<file path="config.mk">
export PLATFORM = sky130hd
export DESIGN_NAME = db_fifo_param_flat
export DESIGN_NICKNAME = d
export VERILOG_FILES = /design/src/rtl/db_fifo_param_if.sv /design/src/rtl/db_fifo_param.sv /design/src/flat_wrapper.sv
export SDC_FILE = /design/constraint.sdc
export NUM_CORES = 1
export LEC_CHECK = 0
export CAP_MARGIN = 0
export CORE_MARGIN = 2
export CORE_UTILIZATION = 40
export DETAILED_ROUTE_END_ITERATION = 10
export SLEW_MARGIN = 0
export SYNTH_ARGS = -nofsm -noshare
export SYNTH_HDL_FRONTEND = slang
export SYNTH_SLANG_ARGS = --single-unit
</file>
<file path="constraint.sdc">
create_clock -name clk -period 5.2 [get_ports clk]
set_input_delay 1.04 -clock clk [delete_from_list [all_inputs] [get_ports clk]]
set_output_delay 1.04 -clock clk [all_outputs]
set_load 0.03 [all_outputs]
</file>
<file path="src/rtl/db_fifo_param_if.sv">
// Handshake bundle between the USB data-buffer FIFO and its producer/consumers.
// master = producer/consumer side, slave = the FIFO itself.
interface db_fifo_param_if #(
    parameter int DATA_W = 8,
    parameter int DEPTH  = 64
);
    localparam int AW = $clog2(DEPTH);

    logic              clear;
    logic              flush;
    logic              wr_en;
    logic [DATA_W-1:0] wr_data;
    logic              get_tx_data;
    logic              get_rx_data;
    logic [DATA_W-1:0] tx_packet_data;
    logic              tx_valid;
    logic [DATA_W-1:0] rx_data;
    logic              rx_valid;
    logic [AW:0]       buff_occ;
    logic              full;
    logic              empty;
    logic              almost_full;
    logic              overflow;
    logic              underflow;

    modport master (
        output clear, flush, wr_en, wr_data, get_tx_data, get_rx_data,
        input  tx_packet_data, tx_valid, rx_data, rx_valid,
        input  buff_occ, full, empty, almost_full, overflow, underflow
    );

    modport slave (
        input  clear, flush, wr_en, wr_data, get_tx_data, get_rx_data,
        output tx_packet_data, tx_valid, rx_data, rx_valid,
        output buff_occ, full, empty, almost_full, overflow, underflow
    );
endinterface

</file>
<file path="src/rtl/db_fifo_param.sv">
// Parametrised endpoint data-buffer FIFO with TX-priority dual read ports.
// Define DB_FIFO_ERR_EN to build the sticky overflow/underflow flags.
module db_fifo_param #(
    parameter int DATA_W    = 8,
    parameter int DEPTH     = 64,
    parameter int AFULL_LVL = DEPTH - 8
) (
    input logic             clk,
    input logic             rst,
    db_fifo_param_if.slave  bus
);
    localparam int          AW        = $clog2(DEPTH);
    localparam logic [AW:0] FULL_OCC  = (AW+1)'(DEPTH);
    localparam logic [AW:0] AFULL_OCC = (AW+1)'(AFULL_LVL);

    logic [DATA_W-1:0] mem [DEPTH];

    logic [AW:0]       wrPtr_q, wrPtr_d;
    logic [AW:0]       rdPtr_q, rdPtr_d;
    logic [DATA_W-1:0] txData_q, txData_d;
    logic [DATA_W-1:0] rxData_q, rxData_d;
    logic              txValid_q, txValid_d;
    logic              rxValid_q, rxValid_d;

    logic [AW:0]       occ;
    logic              isFull;
    logic              isEmpty;
    logic              clrReq;
    logic              popTx;
    logic              popRx;
    logic              popAny;
    logic              pushOk;
    logic [DATA_W-1:0] headWord;

    // The wrap bit makes the pointer difference the true occupancy 0..DEPTH.
    assign occ      = wrPtr_q - rdPtr_q;
    assign isFull   = (occ == FULL_OCC);
    assign isEmpty  = (occ == '0);
    assign clrReq   = bus.clear | bus.flush;
    assign popTx    = bus.get_tx_data & ~isEmpty;
    assign popRx    = bus.get_rx_data & ~bus.get_tx_data & ~isEmpty;
    assign popAny   = popTx | popRx;
    assign pushOk   = bus.wr_en & (~isFull | popAny);
    assign headWord = mem[rdPtr_q[AW-1:0]];

    always_comb begin
        wrPtr_d   = wrPtr_q;
        rdPtr_d   = rdPtr_q;
        txData_d  = txData_q;
        rxData_d  = rxData_q;
        txValid_d = 1'b0;
        rxValid_d = 1'b0;
        if (clrReq) begin
            wrPtr_d = '0;
            rdPtr_d = '0;
        end else begin
            if (popTx) begin
                txData_d  = headWord;
                txValid_d = 1'b1;
            end
            if (popRx) begin
                rxData_d  = headWord;
                rxValid_d = 1'b1;
            end
            if (popAny) begin
                rdPtr_d = rdPtr_q + 1'b1;
            end
            if (pushOk) begin
                wrPtr_d = wrPtr_q + 1'b1;
            end
        end
    end

    always_ff @(posedge clk or posedge rst) begin
        if (rst) begin
            wrPtr_q   <= '0;
            rdPtr_q   <= '0;
            txData_q  <= '0;
            rxData_q  <= '0;
            txValid_q <= 1'b0;
            rxValid_q <= 1'b0;
        end else begin
            wrPtr_q   <= wrPtr_d;
            rdPtr_q   <= rdPtr_d;
            txData_q  <= txData_d;
            rxData_q  <= rxData_d;
            txValid_q <= txValid_d;
            rxValid_q <= rxValid_d;
        end
    end

    // Storage has no reset; stale contents are unreachable once the pointers clear.
    always_ff @(posedge clk) begin
        if (pushOk && !clrReq && !rst) begin
            mem[wrPtr_q[AW-1:0]] <= bus.wr_data;
        end
    end

`ifdef DB_FIFO_ERR_EN
    logic overflow_q, overflow_d;
    logic underflow_q, underflow_d;
    logic ovfEvent;
    logic udfEvent;

    assign ovfEvent = bus.wr_en & isFull & ~popAny;
    assign udfEvent = (bus.get_tx_data | bus.get_rx_data) & isEmpty;

    always_comb begin
        overflow_d  = overflow_q;
        underflow_d = underflow_q;
        if (clrReq) begin
            overflow_d  = 1'b0;
            underflow_d = 1'b0;
        end else begin
            overflow_d  = overflow_q | ovfEvent;
            underflow_d = underflow_q | udfEvent;
        end
    end

    always_ff @(posedge clk or posedge rst) begin
        if (rst) begin
            overflow_q  <= 1'b0;
            underflow_q <= 1'b0;
        end else begin
            overflow_q  <= overflow_d;
            underflow_q <= underflow_d;
        end
    end

    assign bus.overflow  = overflow_q;
    assign bus.underflow = underflow_q;
`else
    assign bus.overflow  = 1'b0;
    assign bus.underflow = 1'b0;
`endif

    assign bus.tx_packet_data = txData_q;
    assign bus.tx_valid       = txValid_q;
    assign bus.rx_data        = rxData_q;
    assign bus.rx_valid       = rxValid_q;
    assign bus.buff_occ       = occ;
    assign bus.full           = isFull;
    assign bus.empty          = isEmpty;
    assign bus.almost_full    = (occ >= AFULL_OCC);
endmodule

</file>
<file path="src/flat_wrapper.sv">
// flat-port wrapper written by rule: the top's interface ports become plain ports
module db_fifo_param_flat 
#(
    parameter int DATA_W    = 8,
    parameter int DEPTH     = 64,
    parameter int AFULL_LVL = DEPTH - 8
)
  (clk, rst, bus_clear, bus_flush, bus_wr_en, bus_wr_data, bus_get_tx_data, bus_get_rx_data, bus_tx_packet_data, bus_tx_valid, bus_rx_data, bus_rx_valid, bus_buff_occ, bus_full, bus_empty, bus_almost_full, bus_overflow, bus_underflow);
  db_fifo_param_if #(.DATA_W(DATA_W), .DEPTH(DEPTH)) bus_i ();
  input logic clk;
  input logic rst;
  input wire logic [$bits(bus_i.clear)-1:0] bus_clear;
  input wire logic [$bits(bus_i.flush)-1:0] bus_flush;
  input wire logic [$bits(bus_i.wr_en)-1:0] bus_wr_en;
  input wire logic [$bits(bus_i.wr_data)-1:0] bus_wr_data;
  input wire logic [$bits(bus_i.get_tx_data)-1:0] bus_get_tx_data;
  input wire logic [$bits(bus_i.get_rx_data)-1:0] bus_get_rx_data;
  output wire logic [$bits(bus_i.tx_packet_data)-1:0] bus_tx_packet_data;
  output wire logic [$bits(bus_i.tx_valid)-1:0] bus_tx_valid;
  output wire logic [$bits(bus_i.rx_data)-1:0] bus_rx_data;
  output wire logic [$bits(bus_i.rx_valid)-1:0] bus_rx_valid;
  output wire logic [$bits(bus_i.buff_occ)-1:0] bus_buff_occ;
  output wire logic [$bits(bus_i.full)-1:0] bus_full;
  output wire logic [$bits(bus_i.empty)-1:0] bus_empty;
  output wire logic [$bits(bus_i.almost_full)-1:0] bus_almost_full;
  output wire logic [$bits(bus_i.overflow)-1:0] bus_overflow;
  output wire logic [$bits(bus_i.underflow)-1:0] bus_underflow;
  assign bus_i.clear = bus_clear;
  assign bus_i.flush = bus_flush;
  assign bus_i.wr_en = bus_wr_en;
  assign bus_i.wr_data = bus_wr_data;
  assign bus_i.get_tx_data = bus_get_tx_data;
  assign bus_i.get_rx_data = bus_get_rx_data;
  assign bus_tx_packet_data = bus_i.tx_packet_data;
  assign bus_tx_valid = bus_i.tx_valid;
  assign bus_rx_data = bus_i.rx_data;
  assign bus_rx_valid = bus_i.rx_valid;
  assign bus_buff_occ = bus_i.buff_occ;
  assign bus_full = bus_i.full;
  assign bus_empty = bus_i.empty;
  assign bus_almost_full = bus_i.almost_full;
  assign bus_overflow = bus_i.overflow;
  assign bus_underflow = bus_i.underflow;
  db_fifo_param #(.DATA_W(DATA_W), .DEPTH(DEPTH), .AFULL_LVL(AFULL_LVL)) u_core (.clk(clk), .rst(rst), .bus(bus_i));
endmodule
</file>
==> results of run 1 <==
worst max-delay path: cells and delay by family (launching register included):
kind	cells	cell delay, ns
fa+ha+maj	2	0.64
flops	1	0.68
buf+inv	3	0.45
simple gates	3	1.23
xor+xnor	1	0.19
cell type report:
| type | count | area (µm²) |
|---|---|---|
| inverter | 17 | 63.8 |
| sequential | 544 | 16200 |
| clock buffer | 66 | 1400 |
| multi-input combinational | 455 | 5000 |
| fill | 4445 | 29000 |
| tap | 696 | 871 |
| timing repair buffer | 73 | 633 |
| clock inverter | 30 | 310 |
worst paths after layout:
| path | end | slack [ns] | depth (start not counted) |
|---|---|---|---|
| min reg2reg | u_core.bus.tx_packet_data[7] | 0.49 | 2 |
| min in group asynchronous | u_core.wrPtr_q[3] | 1.05 | 3 |
| min | u_core.bus.tx_packet_data[7] | 0.49 | 2 |
| max in group asynchronous | u_core.rdPtr_q[2] | 3.80 | 3 |
| max reg2reg | u_core.mem[49][2] | 1.00 | 10 |
| max | bus_full | 0.35 | 9 |
per-stage QoR:
step	instances	power [mW]	area, µm²	hold slack [ns]	utilization
2_1_floorplan	1076	5.85	21500	0.505	-
3_3_place_gp	1785	6.32	22800	0.466	0.425
3_5_place_dp	1785	6.33	22800	0.483	0.425
4_1_cts	1881	10.1	24500	0.496	0.457
5_1_grt	1881	10.4	24500	0.512	0.457
6_report	1881	10.0	24500	0.489	0.457
Yosys cell counts (2+ instances only):
| library cell | n |
|---|---|
| o22ai_1 | 8 |
| a2111oi_0 | 8 |
| dfrtp_1 | 32 |
| nor2b_1 | 3 |
| or2_2 | 2 |
| xor2_1 | 6 |
| clkbuf_1 | 22 |
| o21ai_1 | 2 |
| a21oi_1 | 16 |
| nand3_1 | 11 |
| a22o_1 | 24 |
| ha_1 | 8 |
| a221oi_1 | 8 |
| nor2_1 | 82 |
| o21ai_0 | 39 |
| nand2_1 | 38 |
| o31ai_1 | 2 |
| inv_1 | 14 |
| mux4_2 | 136 |
| or3_1 | 7 |
| buf_2 | 26 |
| nor3_1 | 7 |
| o311ai_2 | 2 |
| or4b_1 | 2 |
| mux2i_1 | 8 |
| o211ai_1 | 3 |
| or3b_1 | 2 |
| buf_1 | 7 |
| inv_2 | 2 |
| edfxtp_1 | 512 |
| or4_1 | 8 |
| buf_6 | 2 |
| nand3b_1 | 2 |
| buf_4 | 3 |
state kept, by name (all words and copies together) (netlist names):
| name | count |
|---|---|
| u_core.bus.rx_data | 8 |
| u_core.bus.rx_valid | 1 |
| u_core.bus.tx_packet_data | 8 |
| u_core.bus.tx_valid | 1 |
| u_core.mem | 512 |
| u_core.rdPtr_q | 7 |
| u_core.wrPtr_q | 7 |
power by group:
| part | internal [mW] | switching (mW) |
|---|---|---|
| logic | 0.555 | 0.743 |
| registers | 4.86 | 0.0591 |
| clock network | 2.20 | 1.61 |
| total | 7.61 | 2.42 |
cell families after synthesis:
group | Yosys count | share of synthesized area
other | 1 | 0.000174
AO/OA/AOI/OAI | 121 | 0.0404
XOR/XNOR | 8 | 0.00361
buffers and inverters | 77 | 0.0162
AND/OR/NAND/NOR | 171 | 0.0363
multiplexers | 144 | 0.146
adder cells (fa/ha/maj) | 9 | 0.00558
flip-flops | 544 | 0.752
routing by layer:
metal / global-route usage / vias up / part of all wire
li1: - / 4556 / -
met1: 0.251 / 5534 / 0.44
met5: 0 / - / 0
met2: 0.275 / 360 / 0.47
met4: 0.0677 / 0 / 0.033
met3: 0.0277 / 91 / 0.057
==> impl_metrics.ini, run 1 <==
[timing]
grt_setup_unrepaired = false
period_needed_ns = 4.85
relSlewSlack = 0.284
fmax_mhz = 206
finalCritPeriodShare = 0.932
fin_setup_tns_ns = 0
setup_viol = 0
worst_pin_slew_ns = 1.05
finalClockSkew_ns = 0.0340
finalHoldViolCount = 0
slew_viol_final = 0
setup_slack_ns = 0.353

[run]
timing.max_cap.violations = 0

[status]
status = complete, no violations

[logic_synthesis]
syn_inst = 1075
synth.area.top_cells = edfxtp_1, mux4_2, dfrtp_1
synth_edf_count = 512
synth_area_um2 = 21500
ys_ff_latch = 544
avgSynthCellArea_um2 = 20.0
ys_types = 55
yosys.area.top_type = edfxtp_1
yosysWarnings = 0
synthArstFlopShare = 0.0588
yosysTopAreaCellShare = 0.715
ys_seq_area_frac = 0.752
ys.flop_type = edfxtp_1

[power]
p_leak_nw = 7.63
power.density_nw_per_um2 = 410
ir_drop_v = 0.000241

[clock_network]
cts_buffers = 54
cts_max_path_buffers = 3
ctsResizeCount = 0
cts-root-buf = clkbuf_16
hold_buffers = 0
insertion_delay_ns = 0.62
clock-sinks = 544
htreeDepth = 2
cts_tree = built
cts_setup_buffers = 0
clk_pin_slew_worst_paths_ns = 0.06

[setup_path]
crit_path_start = u_core.rdPtr_q[0]
timing.rr.start = u_core.rdPtr_q[2]
critPathRequiredTime_ns = 4.16
worstSetupStartpointType = flip-flop
path_class = flip-flop to output pin
critPathSlowestCell = dfrtp_4
worstPathMaxFanout = 20
crit_chain = ha_1 -> inv_1 -> fa_1 -> xor2_1 -> or3_1 -> or4_1 -> buf_4 -> nor2_1 -> buf_12
max_stage_delay_ns = 0.68
cp-end-kind = output pin
arrival_ns = 3.81

[detailed_routing]
drt_iter0_drc = 1147
drt-total-wl_um = 48500
wl_per_cell_um = 25.8
vias = 10500
via_per_inst = 5.60
firstDrtPassIters = 7
ant_nets = 0
drc = 0

[grt]
antenna_found_initial = 0
grt_pass1_wl_um = 71800
grt_pass1_vias = 10800
overflow = 0
grt_max_degree = 78
gr-usage-all-layers = 0.176

[die]
io_pins = 45
fp.dieW_um = 236
initial_core_util = 0.402
die_h_um = 236
die-area_um2 = 55700
rows = 85
coreArea_um2 = 53500

[layout]
final_common_cell = edfxtp_1
diodes = 0
most-common-layout-cells = edfxtp_1, mux4_2, nor2_1
area_growth_pct = 13.7
layout-drive-gt1-share = 0.227
num-nets-final = 1169

[place]
portBuffers = 42
pre_cts_ws_ns = 0.961
gp_congestion = 0.815
post-dp-hpwl_um = 29300

[min_path]
worstHoldStart = u_core.bus.tx_packet_data[7]
hold_path.class = flip-flop to flip-flop
Power figures use the tool's default switching activity.
==> run 2, diff against run 1 <==
==> constraint.sdc (replaced) <==
create_clock -name clk -period 4.8 [get_ports clk]
set_input_delay 0.96 -clock clk [delete_from_list [all_inputs] [get_ports clk]]
set_output_delay 0.96 -clock clk [all_outputs]
set_load 0.03 [all_outputs]
==> impl_metrics.ini, run 2 (same netlist as run 1, synthesis figures left out) <==
[place]
portBuffers = 42
post-dp-hpwl_um = 30500
placed_cells = 1813
gp_congestion = 0.824

[clock_network]
hold_buffers = 0
ctsResizeCount = 0
htreeDepth = 2
clock-sinks = 544
cts-root-buf = clkbuf_16
cts_buffers = 53
clk_pin_slew_worst_paths_ns = 0.06
cts_tree = built
cts_max_path_buffers = 3
cts_setup_buffers = 0
insertion_delay_ns = 0.59

[layout]
largest_reg_flops = 512
layout-drive-gt1-share = 0.243
fillers = 4418
final_common_cell = edfxtp_1
area_growth_pct = 14.3
layout.cells.non_filler = 1907
diodes = 0
num-nets-final = 1196
most-common-layout-cells = edfxtp_1, mux4_2, nor2_1

[timing]
relSlewSlack = 0.335
worst_hold_slack_ns = 0.483
finalCritPeriodShare = 0.955
setup_viol = 0
finalClockSkew_ns = 0.00992
finalHoldViolCount = 0
worst_pin_slew_ns = 0.972
fin_setup_tns_ns = 0
period_needed_ns = 4.58
slew_viol_final = 0
grt_setup_unrepaired = false
fmax_mhz = 218

[die]
io_pins = 45
initial_core_util = 0.402
coreArea_um2 = 53500
fp.dieW_um = 236
die-area_um2 = 55700
rows = 85
die_h_um = 236

[setup_path]
worstPathMaxFanout = 8
critPathRequiredTime_ns = 3.84
cp-end-kind = output pin
path_class = flip-flop to output pin
crit_end = bus_full
rr_worst_depth = 11
timing.rr.start = u_core.wrPtr_q[0]
reg2reg_slack_ns = 0.65
r2r_end = u_core.mem[41][4]
arrival_ns = 3.62
crit_path_start = u_core.wrPtr_q[0]
worstSetupStartpointType = flip-flop

[run]
timing.max_cap.violations = 0

[min_path]
hold_path.class = flip-flop to flip-flop

[power]
ir_drop_v = 0.000220
power.density_nw_per_um2 = 437
total_power_mw = 10.7
p_leak_nw = 7.74

[detailed_routing]
via_per_inst = 5.61
drc = 0
ant_nets = 0
drt_iter0_drc = 1074
wl_per_cell_um = 26.0
firstDrtPassIters = 5
vias = 10700
drt-total-wl_um = 49700

[grt]
antenna_found_initial = 0
grt_pass1_vias = 10800
gr-usage-all-layers = 0.179
overflow = 0
grt_pass1_wl_um = 72900
grt_max_degree = 94

[status]
status = complete, no violations
run 2: cell count changes in the layout (fill, tap and decap cells not counted):
cell	change
clkdlybuf4s50_1	-1
or4_4	+1
clkinv_1	+3
clkinv_2	-3
clkbuf_8	+3
clkinvlp_4	+1
bufinv_16	-2
inv_6	-2
clkbuf_16	-1
or4_1	-1
buf_4	+29
clkinv_8	-1
run 2: worst max-delay path: stages (launching register included):
cell and delay (ns):
dfrtp_1 0.46, inv_1 0.16, ha_1 0.19, inv_1 0.06
fa_1 0.40, xor2_1 0.18, buf_4 0.14, or3_1 0.31
or4_4 0.57, buf_4 0.20, nor2_1 0.19, buf_12 0.15
run 2: worst min-delay path by stage:
stage | startpoint | to | slack (ns) | cells past startpoint
3_3_place_gp | u_core.bus.tx_packet_data[4] | u_core.bus.tx_packet_data[4] | 0.46 | 2
3_5_place_dp | u_core.bus.rx_data[2] | u_core.bus.rx_data[2] | 0.47 | 2
4_1_cts | u_core.bus.rx_data[2] | u_core.bus.rx_data[2] | 0.49 | 2
2_1_floorplan | u_core.rdPtr_q[5] | u_core.rdPtr_q[5] | 0.50 | 2
6_report | u_core.bus.rx_data[2] | u_core.bus.rx_data[2] | 0.48 | 2
5_1_grt | u_core.bus.tx_packet_data[5] | u_core.bus.tx_packet_data[5] | 0.51 | 2
run 2: layout make-up:
cell class                      count  area [µm²]  share of cell area
Tap cell                          696         871              0.0354
Inverter                           17        63.8             0.00259
Sequential cell                   544       16200               0.658
Clock buffer                       68        1410              0.0574
Timing Repair Buffer              101         841              0.0342
Multi-Input combinational cell    455        5010               0.204
Clock inverter                     26         220             0.00895
run 2: through the flow:
stage	worst slack [ns]	area, µm²	utilization
3_3_place_gp	0.695	23000	0.429
6_report	0.218	24600	0.460
5_1_grt	0.0887	24600	0.460
4_1_cts	0.121	24600	0.460
2_1_floorplan	0.394	21500	-
3_5_place_dp	0.629	23000	0.429
run 2: report_power, final:
| part | internal [mW] | switching (mW) |
|---|---|---|
| Sequential | 5.26 | 0.0409 |
| Clock | 2.28 | 1.70 |
| Combinational | 0.621 | 0.840 |
| Total | 8.16 | 2.58 |
run 2: routing by layer:
metal  GRT usage  wire length [µm]
met2       0.280             23400
met5           0                 0
met1       0.257             21800
met3      0.0335              3170
met4      0.0544              1250
